### src/rtl/cut_harness_pkg.sv
// Shared definitions for the CUT test harness: FSM state encoding and the
// default MISR geometry used by both the response compactor and the stimulus
// LFSR generator.
package cut_harness_pkg;

    localparam int          DEF_OUT_W = 26;
    localparam int          DEF_CNT_W = 16;
    localparam logic [25:0] DEF_POLY  = 26'h0000047;  // x^26+x^6+x^2+x+1
    localparam logic [25:0] DEF_SEED  = 26'h0000000;

    typedef enum logic [1:0] {
        IDLE = 2'd0,
        RUN  = 2'd1,
        DONE = 2'd2
    } state_t;

endpackage

### src/rtl/misr_step.sv
// One MISR clock step as pure combinational logic: shift left, fold the
// shifted-out MSB back through the feedback mask, then XOR in the response.
module misr_step #(
    parameter int               OUT_W = 26,
    parameter logic [OUT_W-1:0] POLY  = 26'h0000047
) (
    input  logic [OUT_W-1:0] sig,
    input  logic [OUT_W-1:0] data,
    output logic [OUT_W-1:0] next
);

    // Next signature from current signature and incoming response vector.
    always_comb begin
        next = {sig[OUT_W-2:0], 1'b0} ^ (sig[OUT_W-1] ? POLY : '0) ^ data;
    end

endmodule

### src/rtl/cut_response_misr.sv
// Response-side harness: accepts CUT output vectors over valid/ready,
// compacts them into a MISR, counts them, and compares the final signature
// against a golden value.
module cut_response_misr
    import cut_harness_pkg::*;
#(
    parameter int               OUT_W = DEF_OUT_W,
    parameter int               CNT_W = DEF_CNT_W,
    parameter logic [OUT_W-1:0] POLY  = DEF_POLY,
    parameter logic [OUT_W-1:0] SEED  = DEF_SEED
) (
    input  logic             clk,
    input  logic             rst_n,
    input  logic             start,
    input  logic             clear,
    input  logic [CNT_W-1:0] num_vectors,
    input  logic [OUT_W-1:0] expected_sig,
    input  logic             resp_valid,
    input  logic [OUT_W-1:0] resp_data,
    output logic             resp_ready,
    output logic             busy,
    output logic             done,
    output logic             pass,
    output logic [OUT_W-1:0] signature,
    output logic [CNT_W-1:0] count
);

    state_t           state;
    state_t           next_state;
    logic             load;
    logic             xfer;
    logic             last;
    logic [CNT_W-1:0] target;
    logic [OUT_W-1:0] sig_next;

    misr_step #(
        .OUT_W (OUT_W),
        .POLY  (POLY)
    ) u_misr_step (
        .sig  (signature),
        .data (resp_data),
        .next (sig_next)
    );

    // resp_ready is only ever high in RUN, so a transfer implies RUN.
    assign xfer = resp_valid & resp_ready;
    assign last = (count + CNT_W'(1)) == target;

    // Next-state decode; clear overrides both start and a final transfer.
    always_comb begin
        // NOTE: every output of this block gets a default first so no path
        // leaves a variable unassigned, which would infer a latch.
        next_state = state;
        load       = 1'b0;
        case (state)
            IDLE, DONE: begin
                if (start) begin
                    load       = 1'b1;
                    next_state = (num_vectors == '0) ? DONE : RUN;
                end
            end
            RUN: begin
                if (xfer && last) begin
                    next_state = DONE;
                end
            end
            default: next_state = IDLE;
        endcase
        if (clear) begin
            next_state = IDLE;
            load       = 1'b0;
        end
    end

    // State and the status flags, registered straight from the next state.
    always_ff @(posedge clk or negedge rst_n) begin
        if (!rst_n) begin
            state      <= IDLE;
            resp_ready <= 1'b0;
            busy       <= 1'b0;
            done       <= 1'b0;
        end else begin
            // NOTE: non-blocking assignments keep every flop sampling the
            // pre-edge values, independent of statement order.
            state      <= next_state;
            resp_ready <= (next_state == RUN);
            busy       <= (next_state == RUN);
            done       <= (next_state == DONE);
        end
    end

    // Signature, counter, run length and verdict; these hold across clear.
    always_ff @(posedge clk or negedge rst_n) begin
        if (!rst_n) begin
            signature <= SEED;
            count     <= '0;
            target    <= '0;
            pass      <= 1'b0;
        end else if (clear) begin
            pass <= 1'b0;
        end else if (load) begin
            signature <= SEED;
            count     <= '0;
            target    <= num_vectors;
            pass      <= (num_vectors == '0) && (SEED == expected_sig);
        end else if (xfer) begin
            signature <= sig_next;
            count     <= count + CNT_W'(1);
            if (last) begin
                pass <= (sig_next == expected_sig);
            end
        end
    end

endmodule

### config.mk
export PLATFORM = sky130hd
export DESIGN_NAME = cut_response_misr
export DESIGN_NICKNAME = d
export VERILOG_FILES = /design/src/rtl/cut_harness_pkg.sv /design/src/rtl/misr_step.sv /design/src/rtl/cut_response_misr.sv
export SDC_FILE = /design/constraint.sdc
export NUM_CORES = 1
export LEC_CHECK = 0
export BUFFER_PORTS_ARGS = -buffer_cell sky130_fd_sc_hd__buf_2
export CAP_MARGIN = 20
export CORE_MARGIN = 3
export CORE_UTILIZATION = 55
export CTS_CLUSTER_SIZE = 16
export DETAILED_ROUTE_END_ITERATION = 8
export PLACE_DENSITY = 0.94
export RECOVER_POWER = 50
export REMOVE_ABC_BUFFERS = 1
export SLEW_MARGIN = 5
export SYNTH_ARGS = -nofsm -noshare
export SYNTH_HDL_FRONTEND = slang
export SYNTH_SLANG_ARGS = --single-unit
export TNS_END_PERCENT = 50
### constraint.sdc
create_clock -name clk -period 4.6 [get_ports clk]
set_input_delay 0.46 -clock clk [delete_from_list [all_inputs] [get_ports clk]]
set_output_delay 0.46 -clock clk [all_outputs]
set_load 0.02 [all_outputs]
# Yosys cells after proc, flatten, opt, wreduce, memory -nomap -nowiden
# Index checks and enable logic that the tools add are counted.
# totals
ff_bits	63
out_inout_bits	46
elab_cells	47
# classes
n_mux	17
add_sub_neg	1
n_bitwise	4
n_reduce_logical	12
n_eq_ne	6
# op_table
operator	count
$mux 26	2
$xor 26x26->26	2
$mux 16	2
$eq 26x26->1	1
$logic_not 26->1	1
$add 16x1->16 const B	1
$eq 16x16->1	1
$logic_not 16->1	1
$mux 2	4
$mux 1	7
$mux 7	1
$reduce_and 2->1	3
$reduce_bool 3->1	2
$eq 2x1->1 const B	2
$eq 2x2->1 const B	2
$pmux 2 s2	1
$logic_and 1x1->1	2
$logic_not 2->1	1
$reduce_bool 2->1	1
$reduce_or 2->1	1
$and 1x1->1	1
$not 1->1	1

# Longest topological paths before layout
# depth
ltp_word	8
depth_mapped	7

# Cells and area by module
# A second synthesis with hierarchy kept.
# hier_totals
hier_cells	352
area_unflattened_um2	3779.9
# modules_own_cells
mod	seq_area_each_um2	n_inst	cells_per_inst	area_each_um2
cut_response_misr	1576.5	1	326	3503.4
misr_step	0.0	1	26	276.5

# Worst setup path before layout
# OpenSTA, ideal clock, no wires.
# synth_timing
path_kind	reg2reg
startpoint	register count[0]
endpoint	register pass
slack_ns	2.123
n_path_buf	0
stages_incl_launch_ff	8
arrival_ns	2.398
path_cell_list	dfrtp_1 -> ha_1 -> nand3_4 -> or4_4 -> xnor2_1 -> a2111oi_2 -> o2111a_2 -> mux2i_1
# synth_between
elab_chain_cells	4
# synth_lines
item	line_no	rtl
start, declared	cut_response_misr.sv:25	output logic [CNT_W-1:0] count
start signal, assigned	cut_response_misr.sv:108	count <= count + CNT_W'(1);
$add 16x1->16	cut_response_misr.sv:47	assign last = (count + CNT_W'(1)) == target;
$eq 16x16->1	cut_response_misr.sv:47	
$reduce_bool 3->1 (no source line)	--	
$reduce_and 2->1 (no source line)	--	
end signal, assigned	cut_response_misr.sv:105	pass <= (num_vectors == '0) && (SEED == expected_sig);
end signal, assigned	cut_response_misr.sv:110	pass <= (sig_next == expected_sig);
end, declared	cut_response_misr.sv:23	output logic pass,
# Every way passes these cells.
# A chain may end at the register's enable or synchronous reset.

# Final worst setup path
# Ends and elaborated chain as after synthesis.

==> run metrics <==
x dimension of the die slightly above 90 um; setup bufs post-CTS 0; later-pin clock latency in the skew report 0.35 ns; sort of element at the end of the critical path flop; leakage power summed over all cells between 2 and 2.5 nW; Port Buffers 118; share of layout cells above drive strength 1 around 29%; leading cell types by total area after synthesis dfrtp_1 40%, xnor2_1 12%, xor2_1 4.9%; number of vias per cell after detailed routing approximately 5.8; share of the cycle needed by the critical path after routing a little under three fifths; Async SR Flop Fraction 100%; FF-to-FF Start count[0]; clock tree from TritonCTS done; estimated wirelength of the detail-placed design 8.01 mm; number of max-slew violations in the final report 0; number of flops mapped to enable cells by yosys 0; total die area a little over 0.008 mm^2; global-route usage over all layers 26.5%; fillcell total 530; synth unique cells 58; power density over cell area ~330 mW/mm^2; number of antenna cells inserted 0; main flop type after synthesis dfrtp_1; final antenna-violating net count 0; most used standard cells in the synthesized netlist 63 x dfrtp_1, 54 x xnor2_1, 46 x nand2_1, 38 x o21ai_0, 22 x xor2_1; count of instances resized after the clock tree is built 0; Avg Synthesized Cell Area between 10 and 15 um^2; Yosys reg bits between 60 and 70; count of final hold-check violations 0; Top-Level Pins 119; Pre-Repair DR Iteration Count 5; slew at the pin closest to its max-slew limit approximately 0.79 ns; netlist area before placement 0.00393 mm^2; max-slew headroom at the worst pin between 40% and 50%; global route total overflow 0; largest clock skew in the final design between 0.01 and 0.015 ns; setup total negative slack 0 ns; clock-pin slew on the worst setup and hold paths 0.07 ns; initial antenna violation count 0; cell taking the most area after synthesis dfrtp_1; end of the worst register-to-register path pass; power after layout 0.00154 W; Setup-failing EPs final 0; number of cells on the worst reg-to-reg path 7; Initial Util 57.1%; result of the run complete, no violations; FF-to-FF setup slack 2.00 ns; vias in the first global route 3,523; cell with the most instances after synthesis dfrtp_1; Std-Cell Rows 30; required time at the worst-slack endpoint 4.87 ns; Critical Path Source Type flop; number of buffers created by CTS 9; hold buffer count at CTS 0; vertical die dimension a little over 90 um; CTS Root Buffer Type clkbuf_8; crit path max fanout 10; highest ir drop seen on vdd 0.000219 V; max cap viols 0; type of the setup path with the least slack reg -> reg; sequential cell area fraction in the yosys report approximately two fifths; Wirelength per Cell 17.4 um; portion of synthesized cell area occupied by the leading cell type 40.2%; worst hold path type in -> async; H-tree Lvls 3; global placement routability congestion 0.926; area of the placeable core 0.00687 mm^2; number of vias after detailed routing around 3,500; data arrival time of the worst path 2.87 ns; violation count after the first detailed-route iteration 266; highest clock frequency the design can meet between 0.3 and 0.4 GHz; yosys synthesis warning count 0; maximum number of pins on one net before global-route repair 64; clock sink count 63; Area Growth Syn to Fin 18.7%; time the worst path needs with I/O delays and setup ~2.6 ns; area of the multi-input gates around 0.0022 mm^2; count of unresolved DRC violations after routing 0; Final #Nets 578; maximum number of buffers from clock root to sink 2; register cell area after layout 0.00158 mm^2; setup repair after global routing missed its margin no; global-route wire length before repair 17.4 mm; total wire length 10.5 mm; Syn Inst Count 390; Hold Slack between 0.2 and 0.3 ns
state kept, by name, indices dropped and copies added (netlist names):
| register | count |
|---|---|
| state | 2 |
| target | 16 |
| busy | 1 |
| pass | 1 |
| signature | 26 |
| count | 16 |
| done | 1 |
placed cells by master, fill, tap and decap left out, types with 7 or more instances in the layout:
master	netlist	final
a21oi_1	7	7
o31ai_1	7	7
nand2_1	46	46
clkbuf_8	2	9
nor2_1	21	20
buf_2	1	96
nand4_1	7	7
xnor2_1	54	54
xor2_1	22	22
o21ai_0	38	38
dfrtp_1	63	63
clkbuf_1	10	24
nor4_1	14	14
mux2_2	17	17
report_power, final:
group,switching [W],internal [W]
clock network,0.000225,0.000192
logic,0.000241,0.000189
registers,0.0000740,0.000618
worst max-delay path by stage:
stage | start | endpoint | slack [ns] | depth (start not counted)
2_1_floorplan | state[0] | count[10] | 1.90 | 6
6_report | count[0] | pass | 2.00 | 7
4_1_cts | count[0] | pass | 2.00 | 7
3_3_place_gp | count[0] | pass | 2.15 | 7
5_1_grt | count[0] | pass | 1.82 | 7
3_5_place_dp | count[0] | pass | 2.04 | 7
layer usage:
layer  track usage, %  share of wire, %  up-vias
met3             5.67               7.7       27
met1             33.4                40     1660
met2             44.1                49      200
met5                0                 0        -
li1                 -                 -     1611
met4             10.8               2.6        0
critical path: stages (launching register included):
cell	delay, ns
dfrtp_1	0.52
ha_1	0.36
nand3_4	0.21
or4_4	0.59
xnor2_1	0.15
a2111oi_2	0.20
o2111a_2	0.31
mux2i_1	0.19
metrics by stage:
step | utilization, % | instance area, um^2 | instances | worst slack (ns)
2_1_floorplan | - | 3780 | 370 | 1.90
3_3_place_gp | 65.8 | 4520 | 588 | 2.15
3_5_place_dp | 65.8 | 4520 | 588 | 2.04
4_1_cts | 68.2 | 4680 | 604 | 2.00
5_1_grt | 67.9 | 4660 | 605 | 1.82
6_report | 67.9 | 4660 | 605 | 2.00
logic make-up after synthesis:
logic type | Yosys count | synth area share (%)
xor+xnor | 77 | 17.6
mux | 21 | 5.90
flops | 63 | 40.2
simple gates | 126 | 18.7
compound gates | 78 | 13.2
fa+ha+maj | 1 | 0.319
buf+inv | 24 | 4.18
layout make-up:
type	count	area share [%]
Timing Repair Buffer	123	12.8
Sequential cell	63	33.8
Clock inverter	6	0.805
Tap cell	96	2.58
Inverter	4	0.322
Multi-Input combinational cell	303	46.9
Clock buffer	10	2.74
(Power assumes the default switching activity.)
